[src/rtl/fifo_pkg.sv]
// ----------------------------------------------------------------------------
// fifo_pkg
// Shared definitions for the FIFO read-side streaming blocks.
//   DEFAULT_DATA_WIDTH : default FIFO word / stream data width
//   DEFAULT_CNT_WIDTH  : default width of the delivered-word counter
//   occ_t              : skid buffer occupancy (EMPTY, ONE, TWO)
//   beat_t             : one stream beat at the default data width
//   occ_fill()         : buffer fill level after this edge, counting the
//                        word in flight from the FIFO and the word leaving
// ----------------------------------------------------------------------------
package fifo_pkg;

    localparam int DEFAULT_DATA_WIDTH = 32;
    localparam int DEFAULT_CNT_WIDTH  = 16;

    typedef enum logic [1:0] {
        OCC_EMPTY = 2'd0,
        OCC_ONE   = 2'd1,
        OCC_TWO   = 2'd2
    } occ_t;

    typedef struct packed {
        logic [DEFAULT_DATA_WIDTH-1:0] data;
    } beat_t;

    // Buffered words plus the word landing this edge, minus the word popped
    // this edge. A pop only happens with occ >= 1, so this never goes
    // negative; the extra bit keeps the sum from wrapping.
    function automatic logic [2:0] occ_fill(occ_t occ, logic pend, logic pop);
        return {1'b0, occ} + {2'b00, pend} - {2'b00, pop};
    endfunction

endpackage

[src/rtl/fifo_skid_buf2.sv]
// ----------------------------------------------------------------------------
// fifo_skid_buf2
// Two-entry skid buffer that absorbs the FIFO's one-cycle read latency.
// Entry 0 is always the head of the stream and drives the output directly,
// so the output data is registered.
//
// Ports:
//   clk        : clock
//   rst_n      : asynchronous active-low reset, empties the buffer
//   push       : write push_data into the tail this edge
//   push_data  : word to write
//   pop        : head word is consumed this edge
//   occ        : current occupancy (EMPTY / ONE / TWO)
//   head       : entry 0, the word presented downstream
// ----------------------------------------------------------------------------
module fifo_skid_buf2
    import fifo_pkg::*;
#(
    parameter int DATA_WIDTH = DEFAULT_DATA_WIDTH
)
(
    input  logic                  clk,
    input  logic                  rst_n,
    input  logic                  push,
    input  logic [DATA_WIDTH-1:0] push_data,
    input  logic                  pop,
    output occ_t                  occ,
    output logic [DATA_WIDTH-1:0] head
);

    occ_t                  occ_q;
    occ_t                  occ_d;
    logic [DATA_WIDTH-1:0] entry0_q;
    logic [DATA_WIDTH-1:0] entry1_q;
    logic [DATA_WIDTH-1:0] entry0_d;
    logic [DATA_WIDTH-1:0] entry1_d;

    // Occupancy and both entries are registered together. Reset empties the
    // buffer and zeroes the data so the output word reads as zero.
    always_ff @(posedge clk or negedge rst_n) begin
        if (!rst_n) begin
            occ_q    <= OCC_EMPTY;
            entry0_q <= '0;
            entry1_q <= '0;
        end else begin
            occ_q    <= occ_d;
            entry0_q <= entry0_d;
            entry1_q <= entry1_d;
        end
    end

    // Next-state logic. The tail is entry 0 when the buffer is empty or when
    // the only buffered word is leaving; otherwise it is entry 1. Popping a
    // full buffer shifts entry 1 forward so the head stays in entry 0.
    // A push into a full buffer without a pop cannot happen because the
    // read-issue logic upstream never lets occupancy plus in-flight exceed 2.
    always_comb begin
        occ_d    = occ_q;
        entry0_d = entry0_q;
        entry1_d = entry1_q;
        case (occ_q)
            OCC_EMPTY: begin
                if (push) begin
                    entry0_d = push_data;
                    occ_d    = OCC_ONE;
                end
            end
            OCC_ONE: begin
                if (push && pop) begin
                    entry0_d = push_data;
                end else if (push) begin
                    entry1_d = push_data;
                    occ_d    = OCC_TWO;
                end else if (pop) begin
                    occ_d    = OCC_EMPTY;
                end
            end
            OCC_TWO: begin
                if (pop) begin
                    entry0_d = entry1_q;
                    if (push) begin
                        entry1_d = push_data;
                    end else begin
                        occ_d    = OCC_ONE;
                    end
                end
            end
            default: begin
                occ_d = OCC_EMPTY;
            end
        endcase
    end

    assign occ  = occ_q;
    assign head = entry0_q;

endmodule

[src/rtl/fifo_rd_stream.sv]
// ----------------------------------------------------------------------------
// fifo_rd_stream
// Read-side master for a synchronous FIFO. Issues reads on the FIFO read
// port and turns its one-cycle read latency into a valid/ready stream,
// sustaining one word per clock when the consumer is always ready. Also
// counts delivered words.
//
// Ports:
//   clk        : clock
//   rst_n      : asynchronous active-low reset
//   en         : drain enable, gates new FIFO reads only
//   fifo_empty : FIFO empty flag
//   fifo_data  : FIFO data_out, valid the cycle after an accepted read
//   fifo_cs    : FIFO chip select (follows en)
//   fifo_rd_en : FIFO read request (combinational)
//   m_valid    : output word valid
//   m_ready    : consumer ready
//   m_data     : output word (registered)
//   busy       : a read is in flight or the buffer holds words
//   word_cnt   : number of completed output handshakes, wraps
//   cnt_clr    : synchronous clear of word_cnt, wins over a pop
// ----------------------------------------------------------------------------
module fifo_rd_stream
    import fifo_pkg::*;
#(
    parameter int DATA_WIDTH = DEFAULT_DATA_WIDTH,
    parameter int CNT_WIDTH  = DEFAULT_CNT_WIDTH
)
(
    input  logic                  clk,
    input  logic                  rst_n,
    input  logic                  en,
    input  logic                  fifo_empty,
    input  logic [DATA_WIDTH-1:0] fifo_data,
    output logic                  fifo_cs,
    output logic                  fifo_rd_en,
    output logic                  m_valid,
    input  logic                  m_ready,
    output logic [DATA_WIDTH-1:0] m_data,
    output logic                  busy,
    output logic [CNT_WIDTH-1:0]  word_cnt,
    input  logic                  cnt_clr
);

    occ_t       occ;
    logic       pend_q;
    logic       pop;
    logic [2:0] fill_after;

    assign pop = m_valid && m_ready;

    // A read is only issued if the word it returns is guaranteed a slot:
    // the words buffered plus the one still in flight, less the one leaving
    // now, must leave room. Looking at pop makes m_ready feed fifo_rd_en
    // combinationally, which is what keeps a ready consumer at one word per
    // clock with no bubbles.
    assign fill_after = occ_fill(occ, pend_q, pop);
    assign fifo_rd_en = en && !fifo_empty && (fill_after < 3'd2);
    assign fifo_cs    = en;

    // pend_q marks the cycle in which FIFO data for the previous read is
    // valid. It is deliberately not gated by en, so a read that was already
    // accepted is always captured. Reset drops it, losing that word.
    always_ff @(posedge clk or negedge rst_n) begin
        if (!rst_n) begin
            pend_q <= 1'b0;
        end else begin
            pend_q <= fifo_rd_en;
        end
    end

    fifo_skid_buf2 #(
        .DATA_WIDTH (DATA_WIDTH)
    ) u_skid (
        .clk       (clk),
        .rst_n     (rst_n),
        .push      (pend_q),
        .push_data (fifo_data),
        .pop       (pop),
        .occ       (occ),
        .head      (m_data)
    );

    assign m_valid = (occ != OCC_EMPTY);
    assign busy    = pend_q || m_valid;

    // Delivered-word counter. A clear wins over a simultaneous handshake;
    // otherwise every handshake adds one and the count wraps naturally.
    always_ff @(posedge clk or negedge rst_n) begin
        if (!rst_n) begin
            word_cnt <= '0;
        end else if (cnt_clr) begin
            word_cnt <= '0;
        end else if (pop) begin
            word_cnt <= word_cnt + CNT_WIDTH'(1);
        end
    end

endmodule

[config.mk]
export PLATFORM = sky130hd
export DESIGN_NAME = fifo_rd_stream
export DESIGN_NICKNAME = d
export VERILOG_FILES = /design/src/rtl/fifo_pkg.sv /design/src/rtl/fifo_skid_buf2.sv /design/src/rtl/fifo_rd_stream.sv
export SDC_FILE = /design/constraint.sdc
export NUM_CORES = 1
export LEC_CHECK = 0
export BUFFER_PORTS_ARGS = -buffer_cell sky130_fd_sc_hd__buf_2
export CELL_PAD_IN_SITES_DETAIL_PLACEMENT = 0
export CELL_PAD_IN_SITES_GLOBAL_PLACEMENT = 2
export CORE_UTILIZATION = 34
export DETAILED_ROUTE_END_ITERATION = 8
export GPL_ROUTABILITY_DRIVEN = 0
export PLACE_DENSITY_LB_ADDON = 0.1
export SLEW_MARGIN = 30
export SYNTH_ARGS = -nofsm -noshare
export SYNTH_HDL_FRONTEND = slang
export SYNTH_SLANG_ARGS = --single-unit
[constraint.sdc]
create_clock -name clk -period 2.69 [get_ports clk]
set_input_delay 0.269 -clock clk [delete_from_list [all_inputs] [get_ports clk]]
set_output_delay 0.269 -clock clk [all_outputs]
set_load 0.02 [all_outputs]
Yosys cells after proc, flatten, opt, wreduce, memory -nomap -nowiden
Cells that the tools add are included.
- reductions and logical operators: 14
- equality and inequality tests: 8
- add/sub/neg operators: 3
- muxes and demuxes: 17
- $lt $le $gt $ge: 1
- operators by type and width (cell ; count):
    $mux 32 ; 6
    $pmux 32 s3 ; 1
    $pmux 32 s2 ; 1
    $mux 16 ; 2
    $add 16x1->16 const B ; 1
    $mux 2 ; 6
    $ne 2x2->1 const B ; 4
    $pmux 2 s3 ; 1
    $reduce_bool 2->1 ; 3
    $reduce_and 5->1 ; 1
    $logic_and 1x1->1 ; 4
    $reduce_and 4->1 ; 1
    $add 2x1->3 ; 1
    $lt 3x2->1 const B ; 1
    $ne 3x3->1 const B ; 1
    $reduce_and 3->1 ; 1
    $reduce_bool 3->1 ; 1
    $sub 3x1->3 ; 1
    $eq 2x1->1 const B ; 1
    $eq 2x2->1 const B ; 1
    $logic_not 2->1 ; 1
    $ne 2x1->1 const B ; 1
    $logic_not 1->1 ; 1
    $logic_or 1x1->1 ; 1
- output and inout bits: 52
- word-level logic and storage cells: 48
- input port bits: 38
- flip-flop bits (word level): 83

Logic depth before layout (Yosys ltp)
Gate-level depths: netlist of the first run.
- depth in word-level cells: 6
- depth in mapped cells: 8
- gate-level depth less buffers: 6

Modules after synthesis
From an unflattened synthesis of the first run, not the netlist that was laid out.
- cell total of the unflattened synthesis: 281
- area total of the unflattened synthesis: 3793.6 um^2
- by module, submodules not included (module ; cells each ; area an instance (um^2) ; seq. area each (um^2) ; times used):
    fifo_skid_buf2 ; 185 ; 2879.0 ; 1651.6 ; 1
    fifo_rd_stream ; 96 ; 914.6 ; 425.4 ; 1

Least setup slack after synthesis of the first run
OpenSTA, ideal clock, no wires.
- kind: flip-flop to output port
- from: reg u_skid.occ_q[1], in the netlist u_skid.occ[1]
- to: out fifo_rd_en
- required time: 2421 ps
- data arrival time: 2151 ps
- slack: 270 ps
- buffers on the path: 2
- cell stages (with the launch flop): 9
- path through: dfrtp_1 > buf_4 > nor2b_1 > buf_2 > and2_4 > o21ai_0 > fa_1 > xor2_1 > nor3_1
- longest elaborated chain between the ends: 5
- elaborated cells on any way between the ends: 6
- those cells by class: 2 x add/sub; 1 x order compare; 3 x reduce/logical
- RTL lines (element ; line ; text):
    start: declaration ; fifo_skid_buf2.sv:31 ; occ_t occ_q;
    start signal: assignment ; fifo_skid_buf2.sv:42 ; occ_q <= OCC_EMPTY;
    start signal: assignment ; fifo_skid_buf2.sv:46 ; occ_q <= occ_d;
    branches (longest 2 deep; another with $add 2x1->3) ; -- ;
    $sub 3x1->3 * ; fifo_pkg.sv:30 ; return {1'b0, occ} + {2'b00, pend} - {2'b00, pop};
    $lt 3x2->1 * ; fifo_rd_stream.sv:58 ; assign fifo_rd_en = en && !fifo_empty && (fill_after < 3'd2);
    $logic_and 1x1->1 * ; fifo_rd_stream.sv:58 ;
    end: declaration ; fifo_rd_stream.sv:36 ; output logic fifo_rd_en,
Mark *: on every way between the ends.

Worst setup path after layout of the first run
Ends and elaborated chain as after synthesis.

==> metrics.txt, run 1 <==
Netlist cell types=37; Async SR Flop Fraction=100%; DRT antenna net count=0; final worst-path cycle share=a little over nine tenths; Worst Clk Skew=~0.010 ns; initial core utilization=35.5%; Core Region=10400 µm²; Net Sw Frac=roughly a third; Peak VDD IR=0.455 mV; Worst setup EP type=output pin; Comb power frac=33.1%; Critical Path RT=2.42 ns; crit path DAT=between 2 and 2.5 ns; Synthesized Nets=roughly 350; status=completed; P_int=between 2000 and 3000 µW; clock power share=22.6%; Seq/Total Area, Yosys=a little under three fifths; n_diodes=0; TritonCTS clock tree=built; 1st-pass router iterations=4; HPWL after detailed placement=a little over 5000 µm; Netlist Area Pre-Place=~3700 µm²; post-CTS setup buffer count=0; Die X=106 µm; setup TNS=0 ns; die area=approximately 11000 µm²; DRC Markers=0; max-slew violations=0; Via density=a little under 5; Cell Count, Final, Fillers Out=540; Slew @ Worst Pin=0.613 ns; Max transition margin=59.1%; wire per inst=between 10 and 15 µm; CTS clock-pin slew for the worst setup and hold paths=around 0.08 ns; f_max=390 MHz; first-pass GRT wire length=12800 µm; synthesized area per cell=11.8 µm²; Mapped Cells=314; CTS Buffer Depth=2; Setup crit start kind=flip-flop; CTS Sinks=83; top_reg_cell synth=dfrtp_1; Synth top area share=a little under three fifths; pwr/cell area=990 nW/µm²; GRT Residual Overflow=0; CP Class=flip-flop to output pin; clk root buf=clkbuf_8; total I/O pin count=90; Ys Warns=0; most frequent cell after synthesis=dfrtp_1; CTS Buf Count=9; placed insts=524; unrepaired setup endpoints after global routing=no; minimum clock period after layout=between 2 and 3 ns; Final Hold Fails=0; Area growth syn-to-layout=22.5%; htree depth=3; initial antenna violation count=0; I/O Buffers=89; NetSw=approximately 1500 µW; clk_lat worst skew=roughly 0.34 ns; num rows=37; Synth area leader=dfrtp_1; total track usage=14.6%; vias=between 2000 and 3000; Final nets=440; Synth area leaders=dfrtp_1, mux2i_1, mux2_2; vias in the first global route=about 2600; die height=106 µm; routed wire length=between 7000 and 8000 µm; Max-Cap Viols=0; Hold Path Class=primary input to flip-flop; Post-synth EDFFs=0; Flop pwr share=between 40% and 50%; largest net degree at the start of global routing=46; Final setup viols=0; synth cell count leaders=dfrtp_1, nor2_1, a21oi_1; Pleak=0.00204 µW; Synth Register Bits=83; ratio of cells with drive above 1 in the final layout=between 30 and 40%; crit-path max FO=10; Iter 0 DRT Violations=about 110
-- sequential cells by signal, indices dropped and copies added, names as in the netlist --
name	flops
pend_q	1
u_skid.entry1_q	32
u_skid.head	32
u_skid.occ	2
word_cnt	16
-- path summary, 6_finish.rpt --
| kind | from | slack (ns) | to | cells past startpoint |
|---|---|---|---|---|
| min in group asynchronous | rst_n | 0.47 | word_cnt[11]$_DFFE_PN0P_ | 2 |
| hold reg to reg | u_skid.entry1_q[6]$_DFFE_PN0P_ | 0.50 | u_skid.entry1_q[6]$_DFFE_PN0P_ | 1 |
| setup reg to reg | u_skid.occ[1]$_DFFE_PN0P_ | 0.72 | u_skid.head[19]$_DFFE_PN0P_ | 6 |
| max in group asynchronous | rst_n | 1.59 | u_skid.occ[1]$_DFFE_PN0P_ | 3 |
| setup / recovery | u_skid.occ[1]$_DFFE_PN0P_ | 0.12 | fifo_rd_en | 7 |
| hold / removal | fifo_empty | 0.12 | pend_q$_DFF_PN0_ | 2 |
-- layout by cell type (no fill, tap or decap), types with 3 or more instances in the layout --
cell      count
nand2_1       5
a21oi_1      40
xor2_1        9
mux2_2       29
or3_1         5
buf_4         3
mux2_1        3
o21ai_0       6
nor2_1       43
nand3_1       8
mux2i_1      33
dfrtp_1      82
buf_12        3
clkbuf_8     11
buf_2        88
nand4_1       3
-- final cells by class --
class | instances | area [µm²]
multi-input combinational | 210 | 1520
clock inverter | 4 | 73.8
fill | 1031 | 5890
timing repair buffer | 95 | 533
clock buffer | 11 | 151
tap | 136 | 170
inverter | 1 | 3.75
sequential | 83 | 2080
-- through the flow --
stage	util (%)	instance area (µm²)	setup slack (ns)	power [µW]	hold WS, ns
floorplan	-	3700	0.270	3010	-0.0266
global route	43.5	4530	0.0105	4810	0.0992
CTS	43.5	4530	0.102	4570	0.0908
finish	43.5	4530	0.124	4480	0.118
global placement	41.2	4290	0.471	3490	0.326
detailed placement	41.2	4290	0.389	3530	0.325
-- critical path: stages (launching register included) --
cell	delay [ns]
dfrtp_2	0.47
nor2b_4	0.18
and2_4	0.17
o21ai_0	0.11
fa_1	0.40
xor2_1	0.15
nor3_1	0.25
buf_2	0.22
-- layer usage --
metal  track usage, %  part of all wire [%]
met5                0                     0
met2             23.1                    47
met1             19.0                    47
met4             6.25                   1.4
met3             3.62                   5.1
-- cells by family after synthesis --
group,after synthesis,share of synthesized area (%)
flops,83,56.1
simple gates,80,10.5
mux,65,18.7
compound gates,54,8.32
buf+inv,21,3.38
xor+xnor,9,2.13
fa+ha+maj,2,0.879
-- power by group through the flow --
| stage | clock network [µW] | registers, µW | logic [µW] |
|---|---|---|---|
| after floorplan | 0 | 2260 | 748 |
| after global placement | 0 | 2000 | 1490 |
| after detailed placement | 0 | 2020 | 1510 |
| after CTS | 1060 | 2000 | 1510 |
| after global routing | 1100 | 2060 | 1640 |
| final | 1010 | 1990 | 1480 |
-- repair_timing --
item	4_1_cts	5_1_grt
hold buffers	1	0
pin swaps	0	0
setup endpoints to repair	1	1
hold endpoints to repair	44	0
gates resized for setup	1	1
(Power assumes the default switching activity.)
==> inputs of run 2 (changes only) <==
Settings changed: REMOVE_ABC_BUFFERS from default to 1.
==> run 2 against run 1 <==
  * Core utilization fell by 0.18 points
  * Total power down 1.3%
  * Global-route usage grew 0.50 points
  * Clock-buffer cell count unchanged
  * Largest cell class unchanged
  * Largest power group unchanged
  * Highest routed layer unchanged
==> metrics.txt, run 2 (synthesized netlist as in run 1, its figures left out) <==
Final Hold Fails=0 (unchanged); DRT antenna net count=0 (unchanged); Final nets=441 (was 440); clk root buf=clkbuf_8 (unchanged); unrepaired setup endpoints after global routing=no (unchanged); worst r2r src=u_skid.occ[0]$_DFFE_PN0P_ (was u_skid.occ[1]$_DFFE_PN0P_); wire per inst=14.4 µm (was 14.2 µm); total I/O pin count=90 (unchanged); DRC Markers=0 (unchanged); n_diodes=0 (unchanged); CP Launch Point=u_skid.occ[0]$_DFFE_PN0P_ (was u_skid.occ[1]$_DFFE_PN0P_); Setup WS post-layout=0.168 ns (was 0.124 ns); Final setup viols=0 (unchanged); CTS Buffer Depth=2 (unchanged); initial core utilization=35.5% (unchanged); Critical R2R Capture=u_skid.head[14]$_DFFE_PN0P_ (was u_skid.head[19]$_DFFE_PN0P_); final hold slack=0.0695 ns (was 0.118 ns); max-slew violations=0 (unchanged); Max-Cap Viols=0 (unchanged); setup TNS=0 ns (unchanged); Total Power=4430 µW (was 4480 µW); Critical path destination=fifo_rd_en (unchanged); Setup crit start kind=flip-flop (unchanged); Area growth syn-to-layout=21.9% (was 22.5%); R2R Setup Slk=0.59 ns (was 0.72 ns); commonest non-fill, non-tap cells in the layout=buf_2, dfrtp_1, nor2_1 (unchanged); HPWL after detailed placement=5110 µm (was 5070 µm); CTS Buf Count=9 (unchanged); die height=106 µm (unchanged); commonest non-fill, non-tap cell in the layout=buf_2 (unchanged); initial antenna violation count=0 (unchanged); first-pass GRT wire length=13000 µm (was 12800 µm); Via density=4.78 (was 4.81); hold-critical path depth=2 (unchanged); Core Region=10400 µm² (unchanged); clk_lat worst skew=0.36 ns (was 0.34 ns); Worst R2R Path Depth=6 (unchanged); pwr/cell area=981 nW/µm² (was 990 nW/µm²); minimum clock period after layout=2.52 ns (was 2.57 ns); I/O Buffers=89 (unchanged); crit-path max FO=7 (was 10); 1st-pass router iterations=4 (unchanged); routed wire length=7820 µm (was 7680 µm); largest net degree at the start of global routing=45 (was 46); vias in the first global route=2484 (was 2601); f_max=396 MHz (was 390 MHz); Slew @ Worst Pin=0.722 ns (was 0.613 ns); TritonCTS clock tree=built (unchanged); status=completed (unchanged); num rows=37 (unchanged); Die X=106 µm (unchanged); pre-CTS WS=0.438 ns (was 0.389 ns); Worst setup EP type=output pin (unchanged); Pleak=0.00203 µW (was 0.00204 µW); Hold Path Class=primary input to flip-flop (unchanged); crit path DAT=2.25 ns (was 2.30 ns); die area=11300 µm² (unchanged); final worst-path cycle share=93.8% (was 95.4%); CP Class=flip-flop to output pin (unchanged); GRT Residual Overflow=0 (unchanged); CTS Sinks=83 (unchanged); CTS clock-pin slew for the worst setup and hold paths=0.08 ns (about the same); Iter 0 DRT Violations=86 (was 108); vias=2593 (was 2599); Max transition margin=51.8% (was 59.1%); Critical Path RT=2.42 ns (about the same); Worst Clk Skew=0.00785 ns (was 0.0102 ns); Peak VDD IR=0.500 mV (was 0.455 mV); htree depth=3 (unchanged); total track usage=15.1% (was 14.6%); ratio of cells with drive above 1 in the final layout=36.5% (was 36.1%)
==> run 2: changes by cell type in the layout (fill, tap and decap cells not counted), sizes merged <==
| cell | previous run | this run |
|---|---|---|
| buf | 94 | 95 |
| bufinv | 2 | 1 |
| clkinvlp | 0 | 1 |
| inv | 1 | 2 |
==> run 2: layout make-up <==
| class | count | area [µm²] |
|---|---|---|
| clock inverter | 5 | 60.1 |
| sequential | 83 | 2080 |
| clock buffer | 11 | 151 |
| tap | 136 | 170 |
| multi-input combinational | 210 | 1520 |
| fill | 1034 | 5900 |
| inverter | 1 | 3.75 |
| timing repair buffer | 96 | 528 |
==> run 2: routing by layer <==
metal / vias to the layer above / global-route usage, % / wire length (µm)
met1: 1256 / 19.5 / 3680
met4: 0 / 4.46 / 88
met2: 60 / 23.1 / 3590
li1: 1270 / - / -
met3: 7 / 6.32 / 464
met5: - / 0 / 0
==> run 2: worst max-delay path, cell delays in order (launching register included) <==
cell	delay (ns)
dfrtp_1	0.47
nor2b_4	0.14
and2_4	0.17
o21ai_0	0.12
fa_1	0.40
xor2_1	0.15
nor3_1	0.23
buf_2	0.21
==> run 2: where the power goes <==
part | switching [µW] | total (µW) | leakage (µW) | internal, µW
sequential | 260 | 1990 | 0.00100 | 1730
clock | 462 | 945 | 0.000106 | 483
combinational | 853 | 1490 | 0.000918 | 640
==> run 2: worst min path at each step <==
| stage | start | end | slack [ns] |
|---|---|---|---|
| CTS | fifo_empty | pend_q$_DFF_PN0_ | 0.04 |
| global placement | rst_n | word_cnt[10]$_DFFE_PN0P_ | 0.30 |
| detailed placement | rst_n | word_cnt[10]$_DFFE_PN0P_ | 0.29 |
| finish | fifo_empty | pend_q$_DFF_PN0_ | 0.07 |
| floorplan | rst_n | pend_q$_DFF_PN0_ | -0.03 |
| global route | fifo_empty | pend_q$_DFF_PN0_ | 0.04 |
==> run 2: metrics by stage <==
stage	cell area, µm²	utilization, %	instances
after floorplan	3580	-	294
after global placement	4280	41.1	524
after detailed placement	4280	41.1	524
after CTS	4500	43.2	541
after global routing	4510	43.3	542
final	4510	43.3	542
==> run 2: what timing repair did <==
item / CTS / global route
endpoints found under the hold margin: 39 / 0
resized for setup: 1 / 1
hold buffers: 1 / 0
pin swaps: 0 / 0
endpoints found under the setup margin: 1 / 1
buffers inserted: 0 / 1
==> inputs of run 3 (changes only) <==
Settings changed: CORE_UTILIZATION 34 to 32.
==> run 3 against run 2 <==
  * Routed wire length rose by 4.6%
  * Cell count rose by 1.3%
  * Critical path type unchanged
  * Sequential share of layout area decreased by 0.88 points
  * Total power up 7.0%
  * First-iteration DRC count down 21%
  * Sequential power barely moved
  * Design area increased by 1.9%
  * Fmax is 0.86% higher
==> metrics.txt, run 3 (synthesized netlist as in run 1, its figures left out) <==
Slew @ Worst Pin=0.676 ns (was 0.722 ns); CTS Buffer Depth=2 (unchanged); placed insts=532 (was 524); Setup crit start kind=flip-flop (unchanged); Worst setup EP type=output pin (unchanged); NetSw=1640 µW (was 1570 µW); Critical Path RT=2.42 ns (about the same); Iter 0 DRT Violations=68 (was 86); num rows=38 (was 37); setup TNS=0 ns (unchanged); Pleak=0.00207 µW (was 0.00203 µW); Max transition margin=54.9% (was 51.8%); f_max=400 MHz (was 396 MHz); Peak VDD IR=0.530 mV (was 0.500 mV); Final setup viols=0 (unchanged); vias in the first global route=2515 (was 2484); total track usage=14.7% (was 15.1%); initial antenna violation count=0 (unchanged); max-slew violations=0 (unchanged); largest net degree at the start of global routing=50 (was 45); ratio of cells with drive above 1 in the final layout=36.7% (was 36.5%); routed wire length=8180 µm (was 7820 µm); first-pass GRT wire length=13000 µm (about the same); post-CTS setup buffer count=0 (unchanged); status=completed (unchanged); Core Region=11000 µm² (was 10400 µm²); clk_lat worst skew=0.33 ns (was 0.36 ns); final worst-path cycle share=93.0% (was 93.8%); TritonCTS clock tree=built (unchanged); Final Hold Fails=0 (unchanged); die height=110 µm (was 106 µm); 1st-pass router iterations=4 (unchanged); Max-Cap Viols=0 (unchanged); initial core utilization=33.5% (was 35.5%); commonest non-fill, non-tap cells in the layout=buf_2, dfrtp_1, nor2_1 (unchanged); total I/O pin count=90 (unchanged); I/O Buffers=89 (unchanged); Final nets=444 (was 441); Via density=4.75 (was 4.78); minimum clock period after layout=2.50 ns (was 2.52 ns); Net Sw Frac=34.7% (was 35.6%); Flop pwr share=42.2% (was 44.9%); wire per inst=14.9 µm (was 14.4 µm); CTS clock-pin slew for the worst setup and hold paths=0.06 ns (was 0.08 ns); die area=12000 µm² (was 11300 µm²); Area growth syn-to-layout=24.3% (was 21.9%); commonest non-fill, non-tap cell in the layout=buf_2 (unchanged); GRT Residual Overflow=0 (unchanged); pwr/cell area=1030 nW/µm² (was 981 nW/µm²); HPWL after detailed placement=5370 µm (was 5110 µm); CTS Buf Count=9 (unchanged); Die X=110 µm (was 106 µm); Worst Clk Skew=0.00627 ns (was 0.00785 ns); htree depth=3 (unchanged); DRT antenna net count=0 (unchanged); crit-path max FO=7 (unchanged); CP Class=flip-flop to output pin (unchanged); DRC Markers=0 (unchanged); clock power share=26.3% (was 21.3%); Hold Path Class=primary input to flip-flop (unchanged); CTS Sinks=83 (unchanged); crit path DAT=2.23 ns (was 2.25 ns); Cell Count, Final, Fillers Out=549 (was 542); P_int=3090 µW (was 2850 µW); n_diodes=0 (unchanged); unrepaired setup endpoints after global routing=no (unchanged); Comb power frac=31.4% (was 33.7%); clk root buf=clkbuf_16 (was clkbuf_8); vias=2610 (was 2593)
-- run 3: routing by layer --
layer  GRT usage [%]  up-vias  wire length [µm]
met1            18.6     1271              3750
met3            5.99        9               463
met2            23.2       58              3900
li1                -     1272                 -
met4            3.71        0                79
met5               0        -                 0
-- run 3: area by class of cell --
class / count / area, µm²
sequential: 83 / 2080
timing repair buffer: 99 / 526
tap: 140 / 175
fill: 1101 / 6430
clock buffer: 9 / 225
multi-input combinational: 210 / 1520
clock inverter: 7 / 73.8
inverter: 1 / 3.75
-- run 3: repair_timing --
action                                 CTS  global route
setup endpoints to repair                0             1
endpoints found under the hold margin    7             0
resized for setup                        0             1
hold buffers                             1             0
-- run 3: power by group through the flow --
| stage | Sequential [µW] | Combinational, µW | Clock, µW |
|---|---|---|---|
| after floorplan | 2270 | 717 | 0 |
| after global placement | 2020 | 1490 | 0 |
| after detailed placement | 2020 | 1520 | 0 |
| after CTS | 2010 | 1520 | 1290 |
| after global routing | 2070 | 1650 | 1340 |
| final | 2000 | 1490 | 1250 |
-- run 3: critical path, stage by stage (launching register included) --
cell and delay (ns):
dfrtp_1 0.49, nor2b_1 0.29, o21ai_0 0.15, fa_1 0.39, xor2_1 0.15, nor3_1 0.22
buf_2 0.21
-- run 3: metrics by stage --
stage	instance area (µm²)	setup slack [ns]	total power [µW]	hold WS, ns	util (%)
4_1_cts	4600	0.0603	4820	0.0811	41.7
3_3_place_gp	4290	0.477	3510	0.361	38.9
2_1_floorplan	3580	-1.90	2990	-0.0266	-
6_report	4600	0.189	4740	0.0959	41.7
3_5_place_dp	4290	0.421	3540	0.358	38.9
5_1_grt	4600	0.0232	5060	0.0886	41.7
-- run 3: final timing paths --
kind                                                 startpoint                               to  slack (ns)  depth (start not counted)
worst max-delay path                  u_skid.occ[0]$_DFFE_PN0P_                       fifo_rd_en        0.19                          6
worst min register to register  u_skid.entry1_q[25]$_DFFE_PN0P_  u_skid.entry1_q[25]$_DFFE_PN0P_        0.49                          1
min in group asynchronous                                 rst_n        u_skid.occ[0]$_DFFE_PN0P_        0.51                          2
worst min-delay path                                 fifo_empty                 pend_q$_DFF_PN0_         0.1                          2
max in group asynchronous                                 rst_n         word_cnt[14]$_DFFE_PN0P_        1.49                          3
worst max register to register        u_skid.occ[1]$_DFFE_PN0P_      u_skid.head[25]$_DFFE_PN0P_        0.60                          6
